==> src/rtl/sdram_cmd_monitor.sv <==
// sdram_cmd_monitor
// Passive checker on the SDRAM command bus at the device end. Decodes each
// sampled command, tracks which banks hold an open row, and flags tRP, tRCD,
// tRC, tREFI and bank-state violations as single-cycle pulses. A sticky error
// bit and a wrapping REF counter summarise activity for software.
module sdram_cmd_monitor #(
  parameter int unsigned T_RP   = 3,
  parameter int unsigned T_RCD  = 3,
  parameter int unsigned T_RC   = 10,
  parameter int unsigned T_REFI = 1560
) (
  input  logic        clock_i,
  input  logic        reset_ni,
  input  logic        enable_i,
  input  logic        clear_i,
  input  logic        dram_cs_n_i,
  input  logic        dram_ras_n_i,
  input  logic        dram_cas_n_i,
  input  logic        dram_we_n_i,
  input  logic [1:0]  dram_ba_i,
  input  logic [12:0] dram_addr_i,
  output logic [3:0]  cmd_code_o,
  output logic        cmd_valid_o,
  output logic [3:0]  bank_open_o,
  output logic        viol_trp_o,
  output logic        viol_trcd_o,
  output logic        viol_trc_o,
  output logic        viol_state_o,
  output logic        viol_refi_o,
  output logic        error_o,
  output logic [15:0] ref_count_o
);

  // Counter widths are just large enough to hold the saturation value.
  localparam int unsigned RP_W   = $clog2(T_RP + 1);
  localparam int unsigned RCD_W  = $clog2(T_RCD + 1);
  localparam int unsigned RC_W   = $clog2(T_RC + 1);
  localparam int unsigned REFI_W = $clog2(T_REFI + 1);

  localparam logic [RP_W-1:0]   RP_MAX    = RP_W'(T_RP);
  localparam logic [RP_W-1:0]   RP_ONE    = RP_W'(1);
  localparam logic [RCD_W-1:0]  RCD_MAX   = RCD_W'(T_RCD);
  localparam logic [RCD_W-1:0]  RCD_ONE   = RCD_W'(1);
  localparam logic [RC_W-1:0]   RC_MAX    = RC_W'(T_RC);
  localparam logic [RC_W-1:0]   RC_ONE    = RC_W'(1);
  localparam logic [REFI_W-1:0] REFI_MAX  = REFI_W'(T_REFI);
  localparam logic [REFI_W-1:0] REFI_LAST = REFI_W'(T_REFI - 1);
  localparam logic [REFI_W-1:0] REFI_ONE  = REFI_W'(1);

  localparam logic [3:0] CODE_NOP = 4'b0111;

  // Decoded command classes
  logic [3:0] cmd_s;
  logic       is_cmd_s;
  logic       is_act_s;
  logic       is_rw_s;
  logic       is_pre_s;
  logic       is_ref_s;
  logic       is_mrs_s;
  logic       pre_all_s;

  // Rule results for the current sample
  logic       any_pre_short_s;
  logic       trp_s;
  logic       trcd_s;
  logic       trc_s;
  logic       state_s;
  logic       refi_s;
  logic       viol_any_s;

  // Only A10 of the address bus matters to this checker.
  logic       unused_addr_s;
  assign unused_addr_s = ^{dram_addr_i[12:11], dram_addr_i[9:0]};

  // State
  logic [3:0]        cmd_code_q;
  logic              cmd_valid_q;
  logic [3:0]        bank_open_q,  bank_open_d;
  logic [RP_W-1:0]   pre_cnt_q [4];
  logic [RP_W-1:0]   pre_cnt_d [4];
  logic [RCD_W-1:0]  act_cnt_q [4];
  logic [RCD_W-1:0]  act_cnt_d [4];
  logic [RC_W-1:0]   ref_cnt_q,    ref_cnt_d;
  logic [REFI_W-1:0] refi_cnt_q,   refi_cnt_d;
  logic              viol_trp_q;
  logic              viol_trcd_q;
  logic              viol_trc_q;
  logic              viol_state_q;
  logic              viol_refi_q;
  logic              error_q,      error_d;
  logic [15:0]       ref_count_q,  ref_count_d;

  // Decode the sampled command bus into command classes; CS high is a deselect.
  always_comb begin
    cmd_s     = {dram_cs_n_i, dram_ras_n_i, dram_cas_n_i, dram_we_n_i};
    is_act_s  = 1'b0;
    is_rw_s   = 1'b0;
    is_pre_s  = 1'b0;
    is_ref_s  = 1'b0;
    is_mrs_s  = 1'b0;
    case (cmd_s)
      4'b0011:          is_act_s = 1'b1;
      4'b0101, 4'b0100: is_rw_s  = 1'b1;
      4'b0010:          is_pre_s = 1'b1;
      4'b0001:          is_ref_s = 1'b1;
      4'b0000:          is_mrs_s = 1'b1;
      default:          is_act_s = 1'b0;
    endcase
    is_cmd_s  = ~dram_cs_n_i & (cmd_s != CODE_NOP);
    pre_all_s = is_pre_s & dram_addr_i[10];
  end

  // Evaluate every rule against the counters as they stood before this edge.
  always_comb begin
    any_pre_short_s = 1'b0;
    for (int b = 0; b < 4; b++) begin
      any_pre_short_s = any_pre_short_s | (pre_cnt_q[b] < RP_MAX);
    end
    trp_s   = enable_i & ((is_act_s & (pre_cnt_q[dram_ba_i] < RP_MAX)) |
                          (is_ref_s & any_pre_short_s));
    trcd_s  = enable_i & is_rw_s & (act_cnt_q[dram_ba_i] < RCD_MAX);
    trc_s   = enable_i & is_cmd_s & (ref_cnt_q < RC_MAX);
    state_s = enable_i & ((is_act_s & bank_open_q[dram_ba_i]) |
                          (is_rw_s & ~bank_open_q[dram_ba_i]) |
                          ((is_ref_s | is_mrs_s) & (bank_open_q != 4'b0000)));
    // Fires on the single edge where the interval counter would reach T_REFI.
    refi_s  = enable_i & ~is_ref_s & (refi_cnt_q == REFI_LAST);
    viol_any_s = trp_s | trcd_s | trc_s | state_s | refi_s;
  end

  // Next-state for bank tracking, saturating timers, sticky error and REF count.
  always_comb begin
    for (int b = 0; b < 4; b++) begin
      if (is_act_s && (dram_ba_i == 2'(b))) begin
        bank_open_d[b] = 1'b1;
      end else if (is_pre_s && (pre_all_s || (dram_ba_i == 2'(b)))) begin
        bank_open_d[b] = 1'b0;
      end else begin
        bank_open_d[b] = bank_open_q[b];
      end

      if (is_pre_s && (pre_all_s || (dram_ba_i == 2'(b)))) begin
        pre_cnt_d[b] = RP_ONE;
      end else if (pre_cnt_q[b] < RP_MAX) begin
        pre_cnt_d[b] = pre_cnt_q[b] + RP_ONE;
      end else begin
        pre_cnt_d[b] = pre_cnt_q[b];
      end

      if (is_act_s && (dram_ba_i == 2'(b))) begin
        act_cnt_d[b] = RCD_ONE;
      end else if (act_cnt_q[b] < RCD_MAX) begin
        act_cnt_d[b] = act_cnt_q[b] + RCD_ONE;
      end else begin
        act_cnt_d[b] = act_cnt_q[b];
      end
    end

    if (is_ref_s) begin
      ref_cnt_d = RC_ONE;
    end else if (ref_cnt_q < RC_MAX) begin
      ref_cnt_d = ref_cnt_q + RC_ONE;
    end else begin
      ref_cnt_d = ref_cnt_q;
    end

    // The refresh interval timer idles at zero while checks are disarmed.
    if (!enable_i || is_ref_s) begin
      refi_cnt_d = {REFI_W{1'b0}};
    end else if (refi_cnt_q < REFI_MAX) begin
      refi_cnt_d = refi_cnt_q + REFI_ONE;
    end else begin
      refi_cnt_d = refi_cnt_q;
    end

    // A violation beats a simultaneous clear.
    if (viol_any_s) begin
      error_d = 1'b1;
    end else if (clear_i) begin
      error_d = 1'b0;
    end else begin
      error_d = error_q;
    end

    if (clear_i) begin
      ref_count_d = is_ref_s ? 16'd1 : 16'd0;
    end else if (is_ref_s) begin
      ref_count_d = ref_count_q + 16'd1;
    end else begin
      ref_count_d = ref_count_q;
    end
  end

  // Register all state and outputs; timers preset saturated so reset raises no flags.
  always_ff @(posedge clock_i or negedge reset_ni) begin
    if (!reset_ni) begin
      cmd_code_q   <= CODE_NOP;
      cmd_valid_q  <= 1'b0;
      bank_open_q  <= 4'b0000;
      for (int b = 0; b < 4; b++) begin
        pre_cnt_q[b] <= RP_MAX;
        act_cnt_q[b] <= RCD_MAX;
      end
      ref_cnt_q    <= RC_MAX;
      refi_cnt_q   <= {REFI_W{1'b0}};
      viol_trp_q   <= 1'b0;
      viol_trcd_q  <= 1'b0;
      viol_trc_q   <= 1'b0;
      viol_state_q <= 1'b0;
      viol_refi_q  <= 1'b0;
      error_q      <= 1'b0;
      ref_count_q  <= 16'd0;
    end else begin
      cmd_code_q   <= cmd_s;
      cmd_valid_q  <= is_cmd_s;
      bank_open_q  <= bank_open_d;
      for (int b = 0; b < 4; b++) begin
        pre_cnt_q[b] <= pre_cnt_d[b];
        act_cnt_q[b] <= act_cnt_d[b];
      end
      ref_cnt_q    <= ref_cnt_d;
      refi_cnt_q   <= refi_cnt_d;
      viol_trp_q   <= trp_s;
      viol_trcd_q  <= trcd_s;
      viol_trc_q   <= trc_s;
      viol_state_q <= state_s;
      viol_refi_q  <= refi_s;
      error_q      <= error_d;
      ref_count_q  <= ref_count_d;
    end
  end

  assign cmd_code_o   = cmd_code_q;
  assign cmd_valid_o  = cmd_valid_q;
  assign bank_open_o  = bank_open_q;
  assign viol_trp_o   = viol_trp_q;
  assign viol_trcd_o  = viol_trcd_q;
  assign viol_trc_o   = viol_trc_q;
  assign viol_state_o = viol_state_q;
  assign viol_refi_o  = viol_refi_q;
  assign error_o      = error_q;
  assign ref_count_o  = ref_count_q;

endmodule

==> config.mk <==
export PLATFORM = sky130hd
export DESIGN_NAME = sdram_cmd_monitor
export DESIGN_NICKNAME = d
export VERILOG_FILES = /design/src/rtl/sdram_cmd_monitor.sv
export SDC_FILE = /design/constraint.sdc
export NUM_CORES = 1
export LEC_CHECK = 0
export ABC_CLOCK_PERIOD_IN_PS = 1700
export BUFFER_PORTS_ARGS = -buffer_cell sky130_fd_sc_hd__buf_2
export CAP_MARGIN = 20
export CORE_ASPECT_RATIO = 0.75
export CORE_MARGIN = 5
export CORE_UTILIZATION = 37
export CTS_BUF_LIST = sky130_fd_sc_hd__clkbuf_8
export CTS_CLUSTER_DIAMETER = 80
export DETAILED_ROUTE_END_ITERATION = 16
export GPL_ROUTABILITY_DRIVEN = 0
export PLACE_DENSITY_LB_ADDON = 0.15
export SKIP_LAST_GASP = 1
export SYNTH_ARGS = -nofsm -noshare
export SYNTH_HDL_FRONTEND = slang
export SYNTH_SLANG_ARGS = --single-unit
==> constraint.sdc <==
create_clock -name clock_i -period 1.7 [get_ports clock_i]
set_input_delay 0.17 -clock clock_i [delete_from_list [all_inputs] [get_ports clock_i]]
set_output_delay 0.17 -clock clock_i [all_outputs]
set_load 0.05 [all_outputs]
## After elaboration in Yosys (flattened, before gate mapping)

Index checks and enable logic that the tools add are counted.

- Equal/unequal tests: 10
- Magnitude comparators: 14
- Bitwise gates (word level): 30
- $add $sub $neg: 11
- Muxes and demuxes: 46
- Reduce and logical (&&, ||, !) cells: 34

Operator list:

| operator | number |
|---|---|
| 2-bit two-way mux | 20 |
| 16-bit two-way mux | 2 |
| 2-bit nonzero test | 16 |
| 11-bit two-way mux | 2 |
| 2-bit less-than comparator (second input constant) | 10 |
| 1-bit two-way mux | 17 |
| 16-bit by 1-bit adder with 16-bit output (second input constant) | 1 |
| 2-bit by 1-bit adder with 2-bit output (second input constant) | 8 |
| 1-bit bitwise AND | 15 |
| 11-bit by 1-bit adder with 11-bit output (second input constant) | 1 |
| 11-bit equality test (second input constant) | 1 |
| 11-bit less-than comparator (second input constant) | 1 |
| 1-bit bitwise OR | 11 |
| 2-bit binary-select mux with 2-bit select | 2 |
| 4-bit by 2-bit equality test with 1-bit output (second input constant) | 2 |
| 4-bit by 3-bit equality test with 1-bit output (second input constant) | 2 |
| 1-bit logical AND | 8 |
| 4-bit two-way mux | 2 |
| 1-bit logical OR | 5 |
| 4-bit by 1-bit adder with 4-bit output (second input constant) | 1 |
| 2-bit equality test (second input constant) | 2 |
| 4-bit by 1-bit equality test with 1-bit output (second input constant) | 1 |
| 4-bit logical NOT | 1 |
| 4-bit less-than comparator (second input constant) | 1 |
| 11 further kinds | 13 |

- Input bits: 23
- Output and inout bits: 31
- Logic and storage cells: 168
- Flip-flop bits (word level): 62

## Logic depth before layout (Yosys ltp)

- Word-level depth: 13
- Mapped depth: 6
- Depth with buffers taken out: 5

## Worst setup path after synthesis

OpenSTA, ideal clock, no wires.

- Path kind: flip-flop to flip-flop
- From: reg ref_count_q[3] (netlist: ref_count_o[3])
- To: reg ref_count_q[15] (netlist: ref_count_o[15])
- Setup time: 0.127 ns
- Data required time: 1.573 ns
- Arrival time: 1.719 ns
- Path slack: -0.146 ns
- Path buffers: 0
- Stages on the path, launching flop included: 6
- Period minus slack after synthesis: 1.846 ns
- Cells stage by stage: dfrtp_1 -> and4_1 -> nand4_1 -> nor4_1 -> xnor2_1 -> nor2_1

- Word-level cells in the longest chain between the ends: 3

Ends and longest elaborated chain:

| element | RTL line | RTL |
|---|---|---|
| from (decl) | 91 | `logic [15:0] ref_count_q, ref_count_d;` |
| from (signal assigned) | 229 | `ref_count_q <= ref_count_d;` |
| 16-bit by 1-bit adder with 16-bit output | 188 | `ref_count_d = ref_count_q + 16'd1;` |
| 16-bit two-way mux | 187 | `end else if (is_ref_s) begin` |
| 16-bit two-way mux | 185 | `if (clear_i) begin` |

Every way passes these cells. The select of a mux whose other input is x is not followed.
A chain may end at the register's enable or synchronous reset.

## Worst setup path in the final report

- From: reg act_cnt_q[1] in the netlist's numbering
- To: reg error_q (netlist: error_o)

- Word-level cells in the longest chain between the ends: 10
- Elaborated cells on any way between the ends: 11
- Classes of those cells: order compare: 1; mux: 4; bitwise: 5; reduce/logical: 1

Ends and longest elaborated chain:

| element | RTL line | RTL |
|---|---|---|
| from (decl) | 81 | `logic [RCD_W-1:0] act_cnt_q [4];` |
| from (signal, indexed assignment) | 219 | `act_cnt_q[b] <= act_cnt_d[b];` |
| 2-bit binary-select mux with 2-bit select (*) | 121 | `trcd_s = enable_i & is_rw_s & (act_cnt_q[dram_ba_i] < RCD_MAX);` |
| 2-bit two-way mux (implied by the code) (*) (2 in a row) | 121 |  |
| 2-bit less-than comparator (*) | 121 |  |
| 1-bit bitwise AND (*) | 121 |  |
| named net trcd_s | 65 | `logic trcd_s;` |
| 1-bit bitwise OR (*) (4 in a row) | 128 | `viol_any_s = trp_s \| trcd_s \| trc_s \| state_s \| refi_s;` |
| 1-bit two-way mux / 2-bit nonzero test (equally long branches) | n/a |  |
| to (signal assigned) | 228 | `error_q <= error_d;` |
| to (decl) | 90 | `logic error_q, error_d;` |

Mark *: on every way through the listed nets, which the timed path passes. The rest lies on a longest branch. The select of a mux whose other input is x is not followed.

==> impl_metrics.toml <==
[run_status]
status = "finished, violations left"
violations = "setup timing"

[global_route]
grt_use_total_pct = 15.0
grt_pass1_wl_um = 11800
grt_pass1_vias = 2424
grt_max_degree = 63
antenna_found_initial = 0
overflow = 0

[clock_tree]
cts_root_buffer = "clkbuf_8"
cts_max_level = 3
clock_latency_ns = 0.33
clock-sinks = 62
cts_buffers = 9
cts_tree = "built"
clockBufferDepth = 2
clkSlewWorstSetupHoldPaths_ns = 0.07

[cells_and_area]
utilization_pct = 50.5
stdcell_area_um2 = 3980
drive_gt1_share_pct = 37.2
diodes = 0
final_nets = 430
syn_to_final_growth_pct = 33.4
fill_cells = 739
final_cells = 506

[power_and_ir_drop]
p_leak_nw = 1.89
power.density_nw_per_um2 = 1310
vdd_drop_max_mv = 0.745
finalPower_w = 0.00522

[placed_design]
dpl.hpwl_um = 5110
dpl.cell_count = 485
port_buffers = 41
placed_cell_area_um2 = 3730

[yosys]
synth_cells = 293
yosys.area.top_type = "dfrtp_1"
synthArstFlopShare_pct = 100
ys.flop_type = "dfrtp_1"
synth_edf_count = 0
synth_seq_cells = 62
synth_most_common_cell = "dfrtp_1"
yosysWarnings = 0
syn_area_um2 = 2990
synth.top_cells.by_area = "dfrtp_1 34%, dfstp_2 18%, nand2_1 4.9%"
seq_area_frac_synth_pct = 52.8
synth_top_area_share_pct = 34.4
postSynthAreaPerCell_um2 = 10.2
ys_types = 37
netlist_top_cells_count = "41 x dfrtp_1, 39 x nand2_1, 28 x nor2_1, 21 x dfstp_2, 18 x a21oi_1"
syn_nets = 327

[sta]
final-setup-viol-count = 1
period_minus_slack_ns = 1.79
worst_pin_slew_ns = 0.512
fin_ws_ns = -0.0850
grt_setup_unrepaired = "true"
hold_viol = 0
fmax_mhz = 560
period_share_pct = 105
finClkSkew_ns = 0.0101
relSlewSlack_pct = 65.5
drv_slew = 0
holdWs_ns = 0.105

[drt]
first_pass_iters = 4
route.detailed.drc = 0
initialDrtViolationCount = 113
ant_nets = 0
vias = 2435
vias_per_cell = 4.81
wirelength_um = 6860
wl_per_cell_um = 13.6

[critical_path]
rr_startpoint = "act_cnt_q[1]"
end_kind = "register"
cp.required_ns = 1.92
path_max_fanout = 2
startpoint_type = "register"
arrival_ns = 2.00
r2r_slack_ns = -0.09
reg2reg_to = "error_o"
ff2ff_path_depth = 5
critPathKind = "reg2reg"

[hold_path]
holdPathStages = 2
hold-path-endpoint = "cmd_valid_o"
hp-class = "in2reg"
min_from = "dram_we_n_i"

[floorplanning]
die_x_um = 114
pin_count = 54
initial_utilization_pct = 37.9
rows = 28
core-area_um2 = 7880
dieArea_um2 = 9980
fp.dieH_um = 87.8

[flow_run]
maxCapViolCount = 0
-- layer usage --
layer / vias up / GRT usage [%] / wire length (µm)
met5: - / 0 / 0
met4: 0 / 3.71 / 46
met3: 6 / 5.39 / 387
met2: 51 / 22.8 / 3040
met1: 1145 / 20.5 / 3390
li1: 1233 / - / -
-- stage by stage --
step                setup slack (ns)  setup TNS [ns]
finish                       -0.0850         -0.0850
global route                  -0.138          -0.138
CTS                          -0.0590         -0.0590
detailed placement            -0.102          -0.168
global placement             -0.0737          -0.103
floorplan                   0.000900               0
-- how the worst max path moves through the flow --
stage / end / slack [ns] / start / cells after the start
floorplan: error_o / 0.0009 / refi_cnt_q[0] / 5
global placement: error_o / -0.07 / dram_cas_n_i / 5
detailed placement: error_o / -0.10 / refi_cnt_q[1] / 5
CTS: error_o / -0.06 / act_cnt_q[3] / 5
global route: error_o / -0.14 / act_cnt_q[1] / 5
finish: error_o / -0.09 / act_cnt_q[1] / 5
-- state kept, by name, indices dropped and copies added (netlist names), 4 cells and up --
name,count
ref_cnt_q,4
bank_open_o,4
ref_count_o,16
act_cnt_q,8
refi_cnt_q,11
pre_cnt_q,8
cmd_code_o,4
-- placed cells by master (no fill, tap or decap), types with 3 or more instances in the layout --
| cell | netlist | layout |
|---|---|---|
| a21o_1 | 3 | 3 |
| a21oi_1 | 18 | 18 |
| a31oi_1 | 3 | 3 |
| and2_1 | 3 | 3 |
| and3_1 | 4 | 4 |
| buf_2 | 3 | 41 |
| buf_4 | 0 | 54 |
| clkbuf_8 | 0 | 10 |
| dfrtp_1 | 41 | 33 |
| dfrtp_2 | 0 | 8 |
| dfstp_2 | 21 | 21 |
| dlygate4sd3_1 | 0 | 3 |
| ha_1 | 11 | 10 |
| inv_1 | 9 | 10 |
| mux2i_1 | 10 | 10 |
| nand2_1 | 39 | 39 |
| nand2b_1 | 4 | 4 |
| nand3_1 | 11 | 10 |
| nand4_1 | 7 | 7 |
| nor2_1 | 28 | 28 |
| nor3_1 | 7 | 7 |
| o21ai_0 | 13 | 12 |
| or3_1 | 8 | 8 |
| xnor2_1 | 11 | 11 |
| xor2_1 | 15 | 15 |
-- critical path, cell delays in order (launching register included) --
cell	delay (ns)
dfstp_2	0.54
nand3_2	0.09
a21boi_2	0.18
nor4b_2	0.08
or4_1	0.40
or3_1	0.38
-- final cells by class --
type,instances,area (µm²),area share [%]
Inverter,9,33.8,0.848
Tap cell,105,131,3.30
Clock buffer,10,138,3.45
Timing Repair Buffer,99,661,16.6
Sequential cell,62,1590,39.9
Multi-Input combinational cell,215,1370,34.4
Clock inverter,6,61.3,1.54
-- what timing repair did --
action	in CTS	in global routing
resized for setup	0	1
endpoints found under the hold margin	43	0
hold buffers	3	0
endpoints found under the setup margin	1	2
pin swaps	5	3
setup buffers	1	1
-- power by group --
part / internal, W / leakage [nW] / total [W] / switching (W)
Combinational: 0.000847 / 1.02 / 0.00174 / 0.000893
Sequential: 0.00197 / 0.762 / 0.00218 / 0.000214
Clock: 0.000714 / 0.108 / 0.00129 / 0.000578
-- logic make-up after synthesis --
| family | Yosys count | share of synthesized area (%) |
|---|---|---|
| AO/OA/AOI/OAI | 42 | 8.01 |
| XOR/XNOR | 26 | 7.63 |
| adder cells (fa/ha/maj) | 11 | 4.61 |
| buffers and inverters | 16 | 2.14 |
| flip-flops | 62 | 52.8 |
| multiplexers | 11 | 3.73 |
| AND/OR/NAND/NOR | 125 | 21.0 |
Note: power is estimated with default switching activity, not from simulation.
